$ cat src/rtl/fifo_wr_arbiter_pkg.sv
// fifo_arb_pkg: shared types and helpers for the FIFO write-port arbiter.
// Holds the arbiter state enum, the requester-index width computation and
// the one-hot to index conversion used for the data mux and source tag.
package fifo_arb_pkg;

  typedef enum logic [0:0] {
    ARB_IDLE  = 1'b0,
    ARB_BURST = 1'b1
  } arb_state_e;

  // Widest grant vector the one-hot helper accepts.
  localparam int MAX_REQ  = 32;
  localparam int MAX_ID_W = 5;

  // Width of a requester index; never narrower than one bit.
  function automatic int id_w(input int num_req);
    int w;
    if (num_req <= 2) begin
      w = 1;
    end else begin
      w = $clog2(num_req);
    end
    return w;
  endfunction

  // Index of the set bit in a one-hot vector; zero when the vector is empty.
  function automatic logic [MAX_ID_W-1:0] onehot_to_idx(input logic [MAX_REQ-1:0] onehot);
    logic [MAX_ID_W-1:0] idx;
    idx = {MAX_ID_W{1'b0}};
    for (int i = 0; i < MAX_REQ; i++) begin
      idx = idx | (onehot[i] ? MAX_ID_W'(i) : {MAX_ID_W{1'b0}});
    end
    return idx;
  endfunction

endpackage

$ cat src/rtl/fifo_wr_arbiter_if.sv
// fifo_wr_arbiter_if: requester handshake plus FIFO write port.
// master = arbiter side, slave = producers and FIFO side.
interface fifo_wr_arbiter_if #(
  parameter int NUM_REQ    = 4,
  parameter int DATA_WIDTH = 8,
  parameter int OUT_W      = 8
);
  logic [NUM_REQ-1:0]            req_valid;
  logic [NUM_REQ*DATA_WIDTH-1:0] req_data;
  logic [NUM_REQ-1:0]            req_ready;
  logic [NUM_REQ-1:0]            grant;
  logic                          fifo_winc;
  logic [OUT_W-1:0]              fifo_wdata;
  logic                          fifo_wfull;

  modport master (
    input  req_valid, req_data, fifo_wfull,
    output req_ready, grant, fifo_winc, fifo_wdata
  );

  modport slave (
    output req_valid, req_data, fifo_wfull,
    input  req_ready, grant, fifo_winc, fifo_wdata
  );
endinterface

$ cat src/rtl/fifo_wr_arbiter_rr_pick.sv
// rr_pick: combinational round-robin picker. Searches req upward from ptr
// with wrap and reports the first hit as index and one-hot.
module rr_pick
  import fifo_arb_pkg::*;
#(
  parameter int NUM_REQ = 4,
  parameter int ID_W    = id_w(NUM_REQ)
) (
  input  logic [NUM_REQ-1:0] req,
  input  logic [ID_W-1:0]    ptr,
  output logic               found,
  output logic [ID_W-1:0]    index,
  output logic [NUM_REQ-1:0] onehot
);

  logic [ID_W-1:0] cand_s;
  logic            hit_s;

  // First requesting index at or after ptr, wrapping modulo NUM_REQ.
  always_comb begin
    found  = 1'b0;
    index  = {ID_W{1'b0}};
    onehot = {NUM_REQ{1'b0}};
    cand_s = {ID_W{1'b0}};
    hit_s  = 1'b0;
    for (int i = 0; i < NUM_REQ; i++) begin
      cand_s = ID_W'((int'(ptr) + i) % NUM_REQ);
      hit_s  = ~found & req[cand_s];
      index  = hit_s ? cand_s : index;
      found  = found | hit_s;
    end
    for (int j = 0; j < NUM_REQ; j++) begin
      onehot[j] = found & (index == ID_W'(j));
    end
  end

endmodule

$ cat src/rtl/fifo_wr_arbiter.sv
// fifo_wr_arbiter: round-robin arbiter sharing one async-FIFO write port
// between NUM_REQ requesters, at most MAX_BURST beats per grant.
// Optional feature macro FIFO_WR_ARB_TAG_EN: prefixes fifo_wdata with the
// source index so the read side can demultiplex by requester.
module fifo_wr_arbiter
  import fifo_arb_pkg::*;
#(
  parameter int NUM_REQ    = 4,
  parameter int DATA_WIDTH = 8,
  parameter int MAX_BURST  = 4
) (
  input logic                wclk,
  input logic                wrst_n,
  fifo_wr_arbiter_if.master  bus
);

  localparam int ID_W  = id_w(NUM_REQ);
  localparam int CNT_W = $clog2(MAX_BURST + 1);

  arb_state_e          state_r, state_s;
  logic [NUM_REQ-1:0]  grant_r, grant_s;
  logic [ID_W-1:0]     rr_ptr_r, rr_ptr_s;
  logic [CNT_W-1:0]    beat_cnt_r, beat_cnt_s;

  logic                pick_found_s;
  logic [ID_W-1:0]     pick_idx_s;
  logic [NUM_REQ-1:0]  pick_oh_s;
  logic [ID_W-1:0]     gnt_idx_s;
  logic [NUM_REQ-1:0]  ready_s;
  logic [DATA_WIDTH-1:0] payload_s;
  logic                in_burst_s;
  logic                accept_s;
  logic                gnt_valid_s;

  rr_pick #(
    .NUM_REQ (NUM_REQ),
    .ID_W    (ID_W)
  ) u_rr_pick (
    .req    (bus.req_valid),
    .ptr    (rr_ptr_r),
    .found  (pick_found_s),
    .index  (pick_idx_s),
    .onehot (pick_oh_s)
  );

  assign in_burst_s  = (state_r == ARB_BURST);
  assign gnt_idx_s   = ID_W'(onehot_to_idx(MAX_REQ'(grant_r)));
  assign accept_s    = |(bus.req_valid & ready_s);
  assign gnt_valid_s = |(bus.req_valid & grant_r);

  // Ready follows the owner and is killed combinationally by a full FIFO;
  // the payload mux selects the owner's slice.
  always_comb begin
    ready_s   = {NUM_REQ{1'b0}};
    payload_s = {DATA_WIDTH{1'b0}};
    if (in_burst_s) begin
      ready_s = grant_r & {NUM_REQ{~bus.fifo_wfull}};
    end else begin
      ready_s = {NUM_REQ{1'b0}};
    end
    for (int i = 0; i < NUM_REQ; i++) begin
      if (ID_W'(i) == gnt_idx_s) begin
        payload_s = bus.req_data[i*DATA_WIDTH +: DATA_WIDTH];
      end else begin
        payload_s = payload_s;
      end
    end
  end

  assign bus.req_ready = ready_s;
  assign bus.grant     = grant_r;
  assign bus.fifo_winc = accept_s;

`ifdef FIFO_WR_ARB_TAG_EN
  assign bus.fifo_wdata = in_burst_s ? {gnt_idx_s, payload_s} : {(DATA_WIDTH + ID_W){1'b0}};
`else
  assign bus.fifo_wdata = in_burst_s ? payload_s : {DATA_WIDTH{1'b0}};
`endif

  // Next state: arbitrate in IDLE, count beats and detect release in BURST.
  always_comb begin
    state_s    = state_r;
    grant_s    = grant_r;
    rr_ptr_s   = rr_ptr_r;
    beat_cnt_s = beat_cnt_r;
    case (state_r)
      ARB_IDLE: begin
        if (pick_found_s) begin
          grant_s    = pick_oh_s;
          rr_ptr_s   = (pick_idx_s == ID_W'(NUM_REQ - 1)) ? {ID_W{1'b0}} : (pick_idx_s + ID_W'(1));
          beat_cnt_s = {CNT_W{1'b0}};
          state_s    = ARB_BURST;
        end else begin
          state_s = ARB_IDLE;
        end
      end
      ARB_BURST: begin
        if (!gnt_valid_s) begin
          // Owner went quiet: release even if the FIFO is also full.
          grant_s = {NUM_REQ{1'b0}};
          state_s = ARB_IDLE;
        end else if (accept_s) begin
          beat_cnt_s = beat_cnt_r + CNT_W'(1);
          if (beat_cnt_r == CNT_W'(MAX_BURST - 1)) begin
            grant_s = {NUM_REQ{1'b0}};
            state_s = ARB_IDLE;
          end else begin
            state_s = ARB_BURST;
          end
        end else begin
          // FIFO full with a valid owner: stall, keep the grant.
          state_s = ARB_BURST;
        end
      end
      default: begin
        grant_s    = {NUM_REQ{1'b0}};
        beat_cnt_s = {CNT_W{1'b0}};
        state_s    = ARB_IDLE;
      end
    endcase
  end

  // Arbiter state registers with asynchronous reset.
  always_ff @(posedge wclk or negedge wrst_n) begin
    if (!wrst_n) begin
      state_r    <= ARB_IDLE;
      grant_r    <= {NUM_REQ{1'b0}};
      rr_ptr_r   <= {ID_W{1'b0}};
      beat_cnt_r <= {CNT_W{1'b0}};
    end else begin
      state_r    <= state_s;
      grant_r    <= grant_s;
      rr_ptr_r   <= rr_ptr_s;
      beat_cnt_r <= beat_cnt_s;
    end
  end

endmodule

$ cat src/flat_wrapper.sv
// flat-port wrapper written by rule: the top's interface ports become plain ports
module fifo_wr_arbiter_flat import fifo_arb_pkg::*;
#(
  parameter int NUM_REQ    = 4,
  parameter int DATA_WIDTH = 8,
  parameter int MAX_BURST  = 4
)
  (wclk, wrst_n, bus_req_valid, bus_req_data, bus_fifo_wfull, bus_req_ready, bus_grant, bus_fifo_winc, bus_fifo_wdata);
  fifo_wr_arbiter_if #(.NUM_REQ(NUM_REQ), .DATA_WIDTH(DATA_WIDTH), .OUT_W((DATA_WIDTH))) bus_i ();
  input logic wclk;
  input logic wrst_n;
  input wire logic [$bits(bus_i.req_valid)-1:0] bus_req_valid;
  input wire logic [$bits(bus_i.req_data)-1:0] bus_req_data;
  input wire logic [$bits(bus_i.fifo_wfull)-1:0] bus_fifo_wfull;
  output wire logic [$bits(bus_i.req_ready)-1:0] bus_req_ready;
  output wire logic [$bits(bus_i.grant)-1:0] bus_grant;
  output wire logic [$bits(bus_i.fifo_winc)-1:0] bus_fifo_winc;
  output wire logic [$bits(bus_i.fifo_wdata)-1:0] bus_fifo_wdata;
  assign bus_i.req_valid = bus_req_valid;
  assign bus_i.req_data = bus_req_data;
  assign bus_i.fifo_wfull = bus_fifo_wfull;
  assign bus_req_ready = bus_i.req_ready;
  assign bus_grant = bus_i.grant;
  assign bus_fifo_winc = bus_i.fifo_winc;
  assign bus_fifo_wdata = bus_i.fifo_wdata;
  fifo_wr_arbiter #(.NUM_REQ(NUM_REQ), .DATA_WIDTH(DATA_WIDTH), .MAX_BURST(MAX_BURST)) u_core (.wclk(wclk), .wrst_n(wrst_n), .bus(bus_i));
endmodule
$ cat config.mk
export PLATFORM = sky130hd
export DESIGN_NAME = fifo_wr_arbiter_flat
export DESIGN_NICKNAME = d
export VERILOG_FILES = /design/src/rtl/fifo_wr_arbiter_pkg.sv /design/src/rtl/fifo_wr_arbiter_if.sv /design/src/rtl/fifo_wr_arbiter_rr_pick.sv /design/src/rtl/fifo_wr_arbiter.sv /design/src/flat_wrapper.sv
export SDC_FILE = /design/constraint.sdc
export NUM_CORES = 1
export LEC_CHECK = 0
export CAP_MARGIN = 20
export CORE_MARGIN = 4
export CORE_UTILIZATION = 35
export CTS_BUF_LIST = sky130_fd_sc_hd__clkbuf_8
export CTS_CLUSTER_SIZE = 14
export DETAILED_ROUTE_END_ITERATION = 12
export PLACE_DENSITY = 0.74
export SYNTH_ARGS = -nofsm -noshare
export SYNTH_HDL_FRONTEND = slang
export SYNTH_SLANG_ARGS = --single-unit
$ cat constraint.sdc
create_clock -name wclk -period 2 [get_ports wclk]
set_input_delay 0.6 -clock wclk [delete_from_list [all_inputs] [get_ports wclk]]
set_output_delay 0.6 -clock wclk [all_outputs]
set_load 0.005 [all_outputs]
---- After elaboration in Yosys (flattened, before gate mapping) ----
Index checks and enable logic that the tools add are counted.
storage, ports and cells
  output and inout port bits .............. 17
  bits in registers ....................... 10
  input port bits ......................... 39
cells by class
  equal/unequal tests ..................... 12
  bitwise operators ....................... 20
  magnitude comparators ................... 4
  reduce and logical (&&, ||, !) cells .... 7
  multiplexer cells ....................... 36
  $add $sub $neg .......................... 5
operators with widths
  kind                 number
  $mux 8               5
  $mux 4               5
  $mux 2               7
  $and 4x4->4          3
  $lt 2x3->1 const B   4
  $mux 1               9
  $mux 3               3
  $bmux 1 s2           4
  $pmux 4 s2           1
  $reduce_or 4->1      2
  $and 1x1->1          7
  $ne 3x3->1 const B   2
  $pmux 3 s2           1
  $reduce_and 3->1     2
  $not 1->1            5
  $add 2x1->2 const B  2
  $add 2x2->2 const B  2
  $eq 2x2->1 const A   2
  $eq 2x2->1 const B   2
  $logic_not 2->1      2
  $ne 2x2->1 const B   2
  $or 2x2->2           2
  $add 3x1->3 const B  1
  $eq 3x2->1 const B   1
  6 further kinds      8

---- Logic depth before layout (Yosys ltp) ----
Gate-level depths: netlist of the first run.
  word-level depth ........................ 15
  depth in mapped cells ................... 6
  depth with buffers taken out ............ 6

---- By module ----
Synthesis of the first run repeated with hierarchy kept, for this count alone.
unflattened totals
  cells, all modules ...................... 122
  area, all modules ....................... 1052.3 µm²
modules (own cells, without submodules)
  module           area each (µm²)  times used  seq. area each (µm²)  cells an instance
  fifo_wr_arbiter  840.8            1           250.2                 89
  rr_pick          211.5            1           0.0                   33

---- Least setup slack after synthesis of the first run ----
Ideal clock, no wire load.
  path type ............................... input -> register
  from .................................... input bus_req_valid[0]
  to ...................................... register u_core.rr_ptr_r[1]
  arrival time ............................ 1960 ps
  path slack .............................. -85 ps
  setup time .............................. 125 ps
  stages on the path ...................... 5
  cell sequence ........................... or4_1 buf_2 and4_4 ha_1 mux2_4
between the ends
  word-level cells in the longest chain between the ends .. 13
  elaborated cells between the ends (all ways) .. 25
ends and longest elaborated chain
  item                                       RTL line                       source
  start: declaration                         flat_wrapper.sv:12             input wire logic [$bits(bus_i.req_valid)-1:0] bus_req_valid;
  $bmux 1 s2                                 fifo_wr_arbiter_rr_pick.sv:28  hit_s = ~found & req[cand_s];
  $mux 1 (not written as such)               fifo_wr_arbiter_rr_pick.sv:28
  $not 1->1                                  fifo_wr_arbiter_rr_pick.sv:28
  $and 1x1->1                                fifo_wr_arbiter_rr_pick.sv:28
  $or 1x1->1                                 fifo_wr_arbiter_rr_pick.sv:30  found = found | hit_s;
  $not 1->1                                  fifo_wr_arbiter_rr_pick.sv:28
  $and 1x1->1                                fifo_wr_arbiter_rr_pick.sv:28
  $or 1x1->1                                 fifo_wr_arbiter_rr_pick.sv:30
  $not 1->1                                  fifo_wr_arbiter_rr_pick.sv:28
  $and 1x1->1                                fifo_wr_arbiter_rr_pick.sv:28
  $mux 2                                     fifo_wr_arbiter_rr_pick.sv:29  index = hit_s ? cand_s : index;
  $add 2x1->2 or $eq 2x2->1 (tied branches)  fifo_wr_arbiter.sv:90          rr_ptr_s = (pick_idx_s == ID_W'(NUM_REQ - 1)) ? {ID_W{1'b0}} : (pick_idx_s + ID_W'(1));
  $mux 2                                     fifo_wr_arbiter.sv:90
  end signal: assignment                     fifo_wr_arbiter.sv:128         rr_ptr_r <= {ID_W{1'b0}};
  end signal: assignment                     fifo_wr_arbiter.sv:133         rr_ptr_r <= rr_ptr_s;
  end: declaration                           fifo_wr_arbiter.sv:22          logic [ID_W-1:0] rr_ptr_r, rr_ptr_s;
Several ways; a longest one is shown, not always the timed one. The select of a mux whose other input is x is not followed.
A chain may end at the register's enable or synchronous reset.

---- Worst setup path in the final report of the first run ----
  from .................................... register u_core.grant_r[2] (netlist: u_core.bus.grant[2])
  to ...................................... output bus_fifo_wdata[6]
between the ends
  word-level cells in the longest chain between the ends .. 9
  elaborated cells between the ends (all ways) .. 12
ends and longest elaborated chain
  item                          RTL line                   source
  start: declaration            fifo_wr_arbiter.sv:21      logic [NUM_REQ-1:0] grant_r, grant_s;
  start signal: assignment      fifo_wr_arbiter.sv:127     grant_r <= {NUM_REQ{1'b0}};
  start signal: assignment      fifo_wr_arbiter.sv:132     grant_r <= grant_s;
  $mux 2 (*)                    fifo_wr_arbiter_pkg.sv:31  idx = idx | (onehot[i] ? MAX_ID_W'(i) : {MAX_ID_W{1'b0}});
  $or 2x2->2 (*) (2 in series)  fifo_wr_arbiter_pkg.sv:31
  $logic_not 2->1               fifo_wr_arbiter.sv:62      if (ID_W'(i) == gnt_idx_s) begin
  $mux 8 (3 in series)          fifo_wr_arbiter.sv:62
  $mux 8 (*)                    fifo_wr_arbiter.sv:62
  $mux 8 (*)                    fifo_wr_arbiter.sv:77      assign bus.fifo_wdata = in_burst_s ? payload_s : {DATA_WIDTH{1'b0}};
  end: declaration              flat_wrapper.sv:18         output wire logic [$bits(bus_i.fifo_wdata)-1:0] bus_fifo_wdata;
Mark *: on every way between the ends. The rest lies on a longest branch, timed or not.

==> flow_metrics.env, run 1 <==
export IMPL_synth_top_family_by_area="compound AO/OA/AOI/OAI gates"
export IMPL_worst_pin_slew_ps=464.2
export IMPL_crit_type="reg2out"
export IMPL_wl_per_cell_um=17.98
export IMPL_rsz0062_at_grt="true"
export IMPL_final_max_slew_viol_count=0
export IMPL_setup_tns_ps=-846.3
export IMPL_synth_compound_area_share_pct=27.96
export IMPL_viasPerCell=5.487
export IMPL_portBuffers=55
export IMPL_nNetsFinal=244
export IMPL_clk_latency_ps=240
export IMPL_switching_share_pct=42.10
export IMPL_numCtsBuffers=3
export IMPL_power_internal_w=0.001351
export IMPL_vias=1251
export IMPL_synthToLayoutAreaGrowth_pct=101.8
export IMPL_dieArea_mm2=0.003652
export IMPL_grt_usage_pct=22.97
export IMPL_drv_cap=0
export IMPL_syn_nets=158
export IMPL_synth_seq_cells=10
export IMPL_hold_path_class="reg2reg"
export IMPL_synth_area_leaders="dfrtp_1 26%, mux2_2 9.4%, ha_1 7.8%"
export IMPL_cpLargestDelayFamily="flip-flops"
export IMPL_cp_cell_sequence="buf_6 > mux2_4 > o22ai_2 > a21oi_1 > buf_2"
export IMPL_clock_sinks=10
export IMPL_seqPwrFrac_pct=16.7
export IMPL_drc=0
export IMPL_failed_checks="negative setup slack"
export IMPL_syn_cell_area_um2=962.2
export IMPL_setup_violations=8
export IMPL_htree_num_levels=1
export IMPL_powerDensity_mw_per_mm2=1202
export IMPL_p_leak_nw=0.9173
export IMPL_ir_worst_vdd_mv=0.9052
export IMPL_clock_path_buffers=2
export IMPL_slew_headroom_pct=68.96
export IMPL_final_period_utilization_pct=106.7
export IMPL_netSwitchingPower_w=0.0009825
export IMPL_core_mm2=0.002545
export IMPL_place_congestion=0.8480
export IMPL_crit_slowest_cell="dfrtp_2"
export IMPL_synthFlopType="dfrtp_1"
export IMPL_die_h_um=60.43
export IMPL_synth_top_area_share_pct=26.01
export IMPL_max_freq_mhz=468.5
export IMPL_first_global_vias=1331
export IMPL_cp_arrival_ps=1530
export IMPL_clk_pin_slew_ps=50
export IMPL_status="complete, but fails checks"
export IMPL_syn_area_per_cell_um2=8.515
export IMPL_synthMuxAreaShare_pct=15.08
export IMPL_io_pins=56
export IMPL_drive_gt1_share_pct=43.94
export IMPL_cts_tree="yes"
export IMPL_grt_overflow=0
export IMPL_synth_cell_types=35
export IMPL_seq_area_frac_synth_pct=26.01
export IMPL_ys_warnings_count=0
export IMPL_hold_viol=0
export IMPL_initial_core_util_pct=37.81
export IMPL_fin_crit_ps=2135
export IMPL_endpoint_kind="output pin"
export IMPL_synth_fa_ha_area_share_pct=7.802
export IMPL_die_x_um=60.43
export IMPL_grt_start_max_net_pins=12
export IMPL_grt_pass1_wl_mm=6.161
export IMPL_drtIter0Drc=57
export IMPL_combPwrFrac_pct=72.3
export IMPL_crit_path_max_incr_delay_ps=480
export IMPL_antenna_left=0
export IMPL_synth_edf_count=0
export IMPL_clock_root_buffer="clkbuf_8"
export IMPL_rows=18
export IMPL_worstPathMaxFanout=8
export IMPL_pwr_share_clk_pct=11.0
export IMPL_setup_slack_ps=-134.6
export IMPL_crit_path_start_kind="flop"
export IMPL_wl_mm=4.100
export IMPL_synthCells=113
export IMPL_finalClockSkew_ps=1.521
export IMPL_yosys_area_share_xor_xnor_pct=0
export IMPL_dr_pass1_iters=4
export IMPL_final_util_pct=76.30
export IMPL_critPathBufInv=2
export IMPL_dp_hpwl_mm=3.044
export IMPL_synth_top_cell_by_area="dfrtp_1"
export IMPL_yosys_area_share_simple_pct=17.04
export IMPL_antenna_found_initial=0
export IMPL_synthArstFlopShare_pct=100.0
export IMPL_crit_required_ps=1400
export IMPL_num_antenna_cells=0
per-stage QoR:
step / setup WS [ps] / power (W) / area (um2) / cells / hold WS [ps]
finish: -134.6 / 0.002334 / 1942 / 228 / 477.5
global route: -167.3 / 0.002497 / 1942 / 228 / 535.0
CTS: -165.2 / 0.002241 / 1896 / 227 / 484.5
detailed placement: -615.1 / 0.001872 / 1729 / 217 / 478.3
global placement: -569.3 / 0.001825 / 1729 / 217 / 469.5
floorplan: 9.296 / 0.001073 / 984.7 / 113 / 304.4
cell usage after synthesis (3+ instances only):
master    instances
a21oi_1           9
dfrtp_1          10
ha_1              6
inv_1             8
mux2_2            8
mux2i_1           4
nand2b_1          3
nand3_1           8
nor3_1            4
o211ai_1          4
o21ai_0          10
o21ai_1           3
o22ai_1           8
cell type report:
class	count	area (um2)
Tap cell	30	37.54
Timing Repair Buffer	87	752.0
Clock buffer	4	55.05
Multi-Input combinational cell	88	804.5
Inverter	9	38.79
Sequential cell	10	254.0
Fill cell	179	603.1
kinds of logic after synthesis:
family                     after synthesis
muxes                                   13
DFF                                     10
AOI/OAI and AO/OA                       43
buffers and inverters                   15
and+or+nand+nor                         26
adders and majority gates                6
state kept, by name, summed over array words and instances (netlist names):
signal             count
u_core.rr_ptr_r        2
u_core.beat_cnt_r      3
u_core.bus.grant       4
u_core.in_burst_s      1
routing by layer:
layer  vias up  global-route usage, %  routed length [um]
li1        603                      -                   -
met1       606                  28.18                1715
met2        42                  40.59                2196
met3         0                  6.809                 187
met4         0                  3.715                   0
met5         -                      0                   0
power by group through the flow:
| stage | logic (W) | registers (W) | clock network, W |
|---|---|---|---|
| 3_3_place_gp | 0.00143 | 0.000396 | 0 |
| 3_5_place_dp | 0.00147 | 0.000402 | 0 |
| 4_1_cts | 0.00160 | 0.000384 | 0.000261 |
| 2_1_floorplan | 0.000703 | 0.000369 | 0 |
| 6_report | 0.00169 | 0.000389 | 0.000256 |
| 5_1_grt | 0.00182 | 0.000407 | 0.000273 |
what timing repair did:
item,in CTS,in global routing
pin swaps,21,10
setup endpoints to repair,19,12
hold buffers,0,0
resized for setup,100,13
buffers inserted,6,1
worst paths after layout:
path | start | slack (ps) | end | depth (start not counted)
setup / recovery | u_core.bus.grant[2] | -130 | bus_fifo_wdata[6] | 5
hold / removal | u_core.beat_cnt_r[0] | 480 | u_core.beat_cnt_r[0] | 1
setup reg to reg | u_core.rr_ptr_r[1] | 330 | u_core.rr_ptr_r[1] | 6
hold reg to reg | u_core.beat_cnt_r[0] | 480 | u_core.beat_cnt_r[0] | 1
max in group asynchronous | wrst_n | 970 | u_core.bus.grant[3] | 1
min in group asynchronous | wrst_n | 680 | u_core.beat_cnt_r[1] | 1
cells in the final DEF (no fill, tap or decap), types with 3 or more instances in the layout:
cell type,synthesis,routed
dlygate4sd2_1,0,19
nor3_2,0,4
buf_4,0,25
buf_6,0,7
nand3_1,8,8
o211ai_1,4,4
dlymetal6s2s_1,0,3
mux2i_1,4,4
o21ai_0,10,10
a21oi_1,9,4
clkbuf_8,0,4
o22ai_2,0,8
clkdlybuf4s15_1,0,3
mux2_4,1,9
inv_1,8,8
ha_1,6,4
buf_2,2,10
dfrtp_2,0,3
a21oi_2,1,6
clkdlybuf4s50_1,0,19
dfrtp_1,10,7
o21ai_1,3,3
Power figures use the tool's default switching activity.
==> inputs of run 2 (changes only) <==
--- a/config.mk
+++ b/config.mk
@@ -15,3 +15,4 @@
 export SYNTH_ARGS = -nofsm -noshare
 export SYNTH_HDL_FRONTEND = slang
 export SYNTH_SLANG_ARGS = --single-unit
+export TNS_END_PERCENT = 1
==> run 2 against run 1 <==
- the run still ends with negative setup slack left
- fmax is 0.68% lower
- clock skew hardly changed
- register-to-register slack worse by 60 ps
- critical path type unchanged
==> flow_metrics.env, run 2 (same netlist as run 1, synthesis figures left out) <==
export IMPL_first_global_vias=1299
export IMPL_wl_mm=4.362
export IMPL_layout_commonest_cell="buf_4"
export IMPL_drtIter0Drc=40
export IMPL_clk_pin_slew_ps=50
export IMPL_power_internal_w=0.001360
export IMPL_failed_checks="negative setup slack"
export IMPL_crit_type="reg2out"
export IMPL_hold_viol=0
export IMPL_setup_violations=14
export IMPL_whs_path_depth=1
export IMPL_viasPerCell=5.718
export IMPL_die_h_um=60.43
export IMPL_clk_latency_ps=240
export IMPL_largest_register_ffs=4
export IMPL_numCtsBuffers=3
export IMPL_hold_worst_slack_ps=479.9
export IMPL_p_leak_nw=0.9472
export IMPL_final_max_slew_viol_count=0
export IMPL_setup_slack_ps=-149.2
export IMPL_portBuffers=55
export IMPL_antenna_found_initial=0
export IMPL_crit_path_max_incr_delay_ps=480
export IMPL_synthToLayoutAreaGrowth_pct=102.2
export IMPL_nFillCells=178
export IMPL_io_pins=56
export IMPL_crit_required_ps=1400
export IMPL_cp_arrival_ps=1550
export IMPL_crit_path_start_kind="flop"
export IMPL_seqPwrFrac_pct=17.4
export IMPL_status="complete, but fails checks"
export IMPL_layout_common_cells="27 x buf_4, 21 x clkdlybuf4s50_1, 11 x dlygate4sd2_1"
export IMPL_grt_pass1_wl_mm=5.913
export IMPL_setup_tns_ps=-1399
export IMPL_num_antenna_cells=0
export IMPL_die_x_um=60.43
export IMPL_clock_root_buffer="clkbuf_8"
export IMPL_final_period_utilization_pct=107.5
export IMPL_htree_num_levels=1
export IMPL_core_mm2=0.002545
export IMPL_switching_share_pct=42.85
export IMPL_drive_gt1_share_pct=40.61
export IMPL_combPwrFrac_pct=71.8
export IMPL_cts_tree="yes"
export IMPL_max_freq_mhz=465.3
export IMPL_crit_slowest_cell="dfrtp_2"
export IMPL_rsz0062_at_grt="true"
export IMPL_dieArea_mm2=0.003652
export IMPL_worst_pin_slew_ps=464.4
export IMPL_worstPathMaxFanout=8
export IMPL_clock_path_buffers=2
export IMPL_rows=18
export IMPL_fin_crit_ps=2149
export IMPL_powerDensity_mw_per_mm2=1223
export IMPL_slew_headroom_pct=68.94
export IMPL_vias=1298
export IMPL_clock_sinks=10
export IMPL_finalClockSkew_ps=1.910
export IMPL_dr_pass1_iters=5
export IMPL_dp_hpwl_mm=3.044
export IMPL_hold_path_class="reg2reg"
export IMPL_initial_core_util_pct=37.81
export IMPL_hold_buffers=0
export IMPL_grt_start_max_net_pins=13
export IMPL_grt_overflow=0
export IMPL_drc=0
export IMPL_nNetsFinal=243
export IMPL_cp_cell_sequence="buf_6 > mux2_4 > o22ai_4 > a21oi_2 > buf_2"
export IMPL_netSwitchingPower_w=0.001020
export IMPL_drv_cap=0
export IMPL_rr_worst_depth=6
export IMPL_grt_usage_pct=22.18
export IMPL_ir_worst_vdd_mv=0.8355
export IMPL_wl_per_cell_um=19.22
export IMPL_pwr_share_clk_pct=10.9
export IMPL_place_congestion=0.8480
export IMPL_antenna_left=0
export IMPL_endpoint_kind="output pin"
-- run 2: cell count changes in the layout (fill, tap and decap cells not counted), moves of 2 or more --
| cell | previous run | this run |
|---|---|---|
| dlygate4sd2_1 | 19 | 11 |
| dlymetal6s2s_1 | 3 | 9 |
| buf_6 | 7 | 4 |
| buf_4 | 25 | 27 |
| clkdlybuf4s15_1 | 3 | 5 |
| clkdlybuf4s50_1 | 19 | 21 |
| o22ai_2 | 8 | 6 |
| o22ai_4 | 0 | 2 |
-- run 2: power by group through the flow --
| stage | registers [W] | logic (W) | clock network (W) |
|---|---|---|---|
| global route | 0.000425 | 0.00183 | 0.000273 |
| detailed placement | 0.000402 | 0.00147 | 0 |
| CTS | 0.000409 | 0.00146 | 0.000261 |
| finish | 0.000413 | 0.00171 | 0.000259 |
| floorplan | 0.000369 | 0.000703 | 0 |
| global placement | 0.000396 | 0.00143 | 0 |
-- run 2: worst max-delay path, delay by kind of cell, from the launching register on --
kind,cells,cell delay [ps]
buffers and inverters,2,290
flip-flops,1,480
AO/OA/AOI/OAI,2,220
multiplexers,1,310
-- run 2: what timing repair did --
action / CTS / global route
setup buffers: 0 / 6
resized for setup: 77 / 25
pin swaps: 20 / 11
hold endpoints to repair: 0 / 0
setup endpoints to repair: 19 / 17
-- run 2: final cells by class --
class                      count  area (um2)  area share, %
timing repair buffer          86       762.0          39.16
inverter                       9       36.28          1.865
clock buffer                   4       55.05          2.830
multi-input combinational     88       802.0          41.22
tap                           30       37.54          1.929
sequential                    10       252.7          12.99
-- run 2: metal layers --
| metal | track usage (%) | wire [um] | vias to the layer above |
|---|---|---|---|
| li1 | - | - | 599 |
| met1 | 25.97 | 1623 | 619 |
| met2 | 39.51 | 2333 | 64 |
| met3 | 6.809 | 275 | 16 |
| met4 | 5.573 | 129 | 0 |
| met5 | 0 | 0 | - |
-- run 2: path summary, 6_finish.rpt --
| check | startpoint | to | slack (ps) |
|---|---|---|---|
| setup / recovery | u_core.bus.grant[2] | bus_fifo_wdata[2] | -150 |
| hold / removal | u_core.beat_cnt_r[0] | u_core.beat_cnt_r[0] | 480 |
| setup reg to reg | u_core.rr_ptr_r[1] | u_core.rr_ptr_r[1] | 270 |
| hold reg to reg | u_core.beat_cnt_r[0] | u_core.beat_cnt_r[0] | 480 |
| max in group asynchronous | wrst_n | u_core.bus.grant[2] | 980 |
| min in group asynchronous | wrst_n | u_core.beat_cnt_r[1] | 680 |
-- run 2: per-stage QoR --
step	std cells	util (%)	setup WS (ps)	area, um2	power (W)
floorplan	113	-	9.296	984.7	0.001073
global placement	217	67.94	-569.3	1729	0.001825
detailed placement	217	67.94	-615.1	1729	0.001872
CTS	221	71.78	-184.4	1827	0.002131
global route	227	76.45	-192.1	1946	0.002524
finish	227	76.45	-149.2	1946	0.002380
==> RTL change 1 (config.mk and constraints of run 2) <==
`NUM_REQ` is set to 4 in 4 places; all go to 5.
--- a/src/rtl/fifo_wr_arbiter_if.sv
+++ b/src/rtl/fifo_wr_arbiter_if.sv
@@ -1,7 +1,7 @@
 // fifo_wr_arbiter_if: requester handshake plus FIFO write port.
 // master = arbiter side, slave = producers and FIFO side.
 interface fifo_wr_arbiter_if #(
-  parameter int NUM_REQ    = 4,
+  parameter int NUM_REQ    = 5,
   parameter int DATA_WIDTH = 8,
   parameter int OUT_W      = 8
 );
--- a/src/rtl/fifo_wr_arbiter_rr_pick.sv
+++ b/src/rtl/fifo_wr_arbiter_rr_pick.sv
@@ -3,7 +3,7 @@
 module rr_pick
   import fifo_arb_pkg::*;
 #(
-  parameter int NUM_REQ = 4,
+  parameter int NUM_REQ = 5,
   parameter int ID_W    = id_w(NUM_REQ)
 ) (
   input  logic [NUM_REQ-1:0] req,
--- a/src/rtl/fifo_wr_arbiter.sv
+++ b/src/rtl/fifo_wr_arbiter.sv
@@ -5,7 +5,7 @@
 module fifo_wr_arbiter
   import fifo_arb_pkg::*;
 #(
-  parameter int NUM_REQ    = 4,
+  parameter int NUM_REQ    = 5,
   parameter int DATA_WIDTH = 8,
   parameter int MAX_BURST  = 4
 ) (
--- a/src/flat_wrapper.sv
+++ b/src/flat_wrapper.sv
@@ -1,7 +1,7 @@
 // flat-port wrapper written by rule: the top's interface ports become plain ports
 module fifo_wr_arbiter_flat import fifo_arb_pkg::*;
 #(
-  parameter int NUM_REQ    = 4,
+  parameter int NUM_REQ    = 5,
   parameter int DATA_WIDTH = 8,
   parameter int MAX_BURST  = 4
 )
Ports: changed (resized bus_grant, bus_req_data, bus_req_ready and bus_req_valid); port bits go from 56 to 67. No check against the original RTL was run, so the function may have changed too.
==> RTL change 1 against run 2 <==
  * The run still ends with setup timing left
  * Worst setup slack worse by 2.1 ns
  * Routed wire length up 150%
  * Worst hold slack better by 0.025 ns
  * Sequential cell count up 2
  * Area after synthesis rose to 2.8 times the old value
  * Cell area up 140%
  * Count of clock-buffer cells in the layout unchanged
Power is not shown: default switching activity piles up to over one toggle a cycle in this logic, so the estimate is an artifact.
==> RTL change 1: results (changes against run 2) <==
[logic_synthesis]
synth_xor_area_share_pct = 1.93  ; was 0%
synth_fa_ha_area_share_pct = 13.5  ; was 7.80%
seq_area_frac_synth_pct = 11.3  ; was 26.0%
synth.distinct_cells = 73  ; was 35
synth_commonest_cells = nand2_1 (37), nor2_1 (28), ha_1 (27)  ; was dfrtp_1 (10), o21ai_0 (10), a21oi_1 (9)
synthTopCellsByArea = ha_1 (13%), dfrtp_1 (11%), mux2i_1 (6.8%)  ; was dfrtp_1 (26%), mux2_2 (9.4%), ha_1 (7.8%)
async_reset_ff_share_pct = 100  ; unchanged
synthesis.instances = 344  ; was 113
synthMuxAreaShare_pct = 9.34  ; was 15.1%
synth_fp_nets = 420  ; was 158
synth_compound_area_share_pct = 32.0  ; was 28.0%

[placed_design]
placed_cells = 609  ; was 217
gp_congestion = 0.923  ; was 0.848
dp.final_hpwl_um = 8380  ; was 3040 um
place_ws_ns = -2.49  ; was -0.615 ns
port_buffers = 66  ; was 55

[worst_setup_path]
r2r_end = u_core.rr_ptr_r[2]$_DFFE_PN0P_  ; was u_core.rr_ptr_r[1]$_DFFE_PN0P_
slowest_stage = dfrtp_1  ; was dfrtp_2
cp_data_arrival_time_ns = 4.46  ; was 1.55 ns
cp_slowest_stage_delay_ns = 0.39  ; was 0.48 ns
crit_fanout = 7  ; was 8
critPathKind = flop to flop  ; was flop to output port
reg2regPathDepth = 22  ; was 6
crit_family = simple AND/OR/NAND/NOR gates  ; was flip-flops

[detailed_routing]
drt-wirelength-per-cell_um = 17.5  ; was 19.2 um
m1WireLength_um = 4500  ; was 1620 um
drtIter0Drc = 251  ; was 40
routed_wl_um = 10800  ; was 4360 um
vias_per_cell = 5.63  ; was 5.72
wl_met3_um = 725  ; was 275 um
met2_wirelength_um = 5450  ; was 2330 um
firstDrtPassIters = 5  ; unchanged

[sta]
finClkSkew_ns = 0.00481  ; was 0.00191 ns
setup_viol = 22  ; was 14
setup_slack_ns = -2.30  ; was -0.149 ns
max_slew_margin_pct = 53.0  ; was 68.9%
hold_ws_ns = 0.505  ; was 0.480 ns

[cells_and_area]
nets = 593  ; was 243
num-fill-cells = 593  ; was 178
drive_above_1_share_pct = 39.3  ; was 40.6%
largest_register_ffs = 5  ; was 4

[grt]
grt_pass1_vias = 3516  ; was 1299
grt_use_met3_pct = 3.95  ; was 6.81%
grt_pass1_wl_um = 16900  ; was 5910 um
grt_util_met2_pct = 40.6  ; was 39.5%
grt_max_degree = 32  ; was 13
grt_use_met1_pct = 31.3  ; was 26.0%
grt.total_usage_pct = 23.7  ; was 22.2%

[clock_network]
post_cts_resized = 53  ; was 77
postCtsHoldBufs = 0  ; unchanged
post_cts_buffers = 2  ; was 0
clk_latency_ns = 0.26  ; was 0.24 ns
clock_path_buffers = 2  ; unchanged

[outcome]
status = complete, but fails checks  ; unchanged
violations = setup timing  ; unchanged

[min_path]
hold_path.class = flop to flop  ; unchanged

[RTL change 1: cell types whose count changed after synthesis, moves of 8 or more]
cell,before,now
nand2_1,2,37
nor2_1,1,28
ha_1,6,27
mux2i_1,4,18
inv_1,8,20
a21oi_1,9,19
clkbuf_1,2,12
a221oi_1,1,10
and2_1,0,8
[RTL change 1: cell type report]
class                   count  area share (%)
multi-input cells         289            53.0
repair buffers            191            34.9
flip-flops and latches     12            6.50
well taps                  99            2.66
inverters                  20            1.80
clock buffers               4            1.18
[RTL change 1: per-stage QoR]
| step | setup TNS (ns) | area [um^2] | utilization, % |
|---|---|---|---|
| 2_1_floorplan | -34.26 | 2800 | - |
| 3_3_place_gp | -34.80 | 4360 | 59.8 |
| 3_5_place_dp | -37.06 | 4360 | 59.8 |
| 4_1_cts | -31.09 | 4570 | 62.6 |
| 5_1_grt | -32.76 | 4660 | 63.9 |
| 6_report | -29.76 | 4660 | 63.9 |
==> RTL change 2 (flow settings as in run 2) <==
Without the edit above. Make the reset (`wrst_n`) synchronous in one clocked block. Comments in the files are not updated.
--- a/src/rtl/fifo_wr_arbiter.sv
+++ b/src/rtl/fifo_wr_arbiter.sv
@@ -121,7 +121,7 @@
   end
 
   // Arbiter state registers with asynchronous reset.
-  always_ff @(posedge wclk or negedge wrst_n) begin
+  always_ff @(posedge wclk) begin
     if (!wrst_n) begin
       state_r    <= ARB_IDLE;
       grant_r    <= {NUM_REQ{1'b0}};
Function: differs if wrst_n is asserted again (counterexample within 4 cycles, from zero or initial values and one cycle with wrst_n low); with wrst_n held inactive, the same outputs for 10 cycles.
==> RTL change 2 against run 2 <==
  * Area after synthesis is 8.6% lower
  * Worst setup slack improved by 0.16 ns
  * Sequential cell count is the same
  * Cell area down 8.9%
  * Sequential share of layout area fell by 1.4 points
  * Routed wire length fell by 18%
  * Count of clock-buffer cells in the layout is the same
  * Clock skew decreased by 0.0014 ns
  * Cell count decreased by 1.8%
  * Non-clock buffer count decreased by 4
  * First-iteration DRC count shrank 15%
  * Critical endpoint is now bus_fifo_wdata[0]
  * Largest cell class unchanged
  * Highest routed layer unchanged
Power is not compared: it rests on default switching activity, and its combinational part moved more than twofold at a synthesized area within 25%.
==> RTL change 2: results (changes against run 2) <==
[outcome]
status = finished, final reports clean  ; was complete, but fails checks

[cells_and_area]
layout.nonclk_buf_share_pct = 38.1  ; was 39.2%
multi_input_cells = 92  ; was 88
seq_area_share_pct = 11.6  ; was 13.0%
nets = 241  ; was 243
syn_to_final_growth_pct = 101  ; was 102%
num-fill-cells = 170  ; was 178
clock_cell_area_share_pct = 3.11  ; was 2.83%
multi_input_area_um2 = 774  ; was 802 um^2
drive_above_1_share_pct = 42.6  ; was 40.6%
buffers_excl_clock = 82  ; was 86

[logic_synthesis]
synth.distinct_cells = 33  ; was 35
synth_compound_area_share_pct = 33.9  ; was 28.0%
synthesis.instances = 115  ; was 113
synthMuxAreaShare_pct = 11.4  ; was 15.1%
synth_commonest_cells = o21ai_0 (13), a21oi_1 (11), dfxtp_1 (10), nand2_1 (10), o22ai_1 (10)  ; was dfrtp_1 (10), o21ai_0 (10), a21oi_1 (9)
synth_flop_cell = dfxtp_1  ; was dfrtp_1
synthTopCellsByArea = dfxtp_1 (23%), mux2_2 (10%), ha_1 (8.5%)  ; was dfrtp_1 (26%), mux2_2 (9.4%), ha_1 (7.8%)

[placed_design]
placed_cell_area_mm2 = 0.00164  ; was 0.00173 mm^2
dp.final_hpwl_um = 2690  ; was 3040 um
placed_cells = 219  ; was 217
gp_congestion = 0.898  ; was 0.848

[detailed_routing]
vias = 1192  ; was 1298
wl_met3_um = 327  ; was 275 um
m1WireLength_um = 1380  ; was 1620 um
met2_wirelength_um = 1820  ; was 2330 um
firstDrtPassIters = 4  ; was 5
drtIter0Drc = 34  ; was 40

[grt]
grt_util_met2_pct = 42.4  ; was 39.5%
grt_max_degree = 14  ; was 13
grt_pass1_wl_um = 5600  ; was 5910 um
grt_use_met1_pct = 21.4  ; was 26.0%
grt.total_usage_pct = 20.7  ; was 22.2%
grt_use_met3_pct = 3.79  ; was 6.81%

[clock_network]
post_cts_resized = 108  ; was 77

[sta]
worst_pin_slew_ns = 0.423  ; was 0.464 ns
finClkSkew_ns = 0.000558  ; was 0.00191 ns

-- RTL change 2: power by group --
part	switching, uW	internal [uW]	total (uW)
registers	28.3	222	250
clock network	78.7	173	252
logic	215	286	501
-- RTL change 2: path summary, 6_finish.rpt --
| kind | from | end | slack, ns | cells after the start |
|---|---|---|---|---|
| hold / removal | u_core.beat_cnt_r[2]$_SDFFE_PN0P_ | u_core.beat_cnt_r[2]$_SDFFE_PN0P_ | 0.46 | 2 |
| setup / recovery | bus_req_data[16] | bus_fifo_wdata[0] | 0.006 | 5 |
| hold reg to reg | u_core.beat_cnt_r[2]$_SDFFE_PN0P_ | u_core.beat_cnt_r[2]$_SDFFE_PN0P_ | 0.46 | 2 |
| setup reg to reg | u_core.rr_ptr_r[0]$_SDFFE_PN0P_ | u_core.bus.grant[1]$_SDFFE_PN0P_ | 0.45 | 8 |
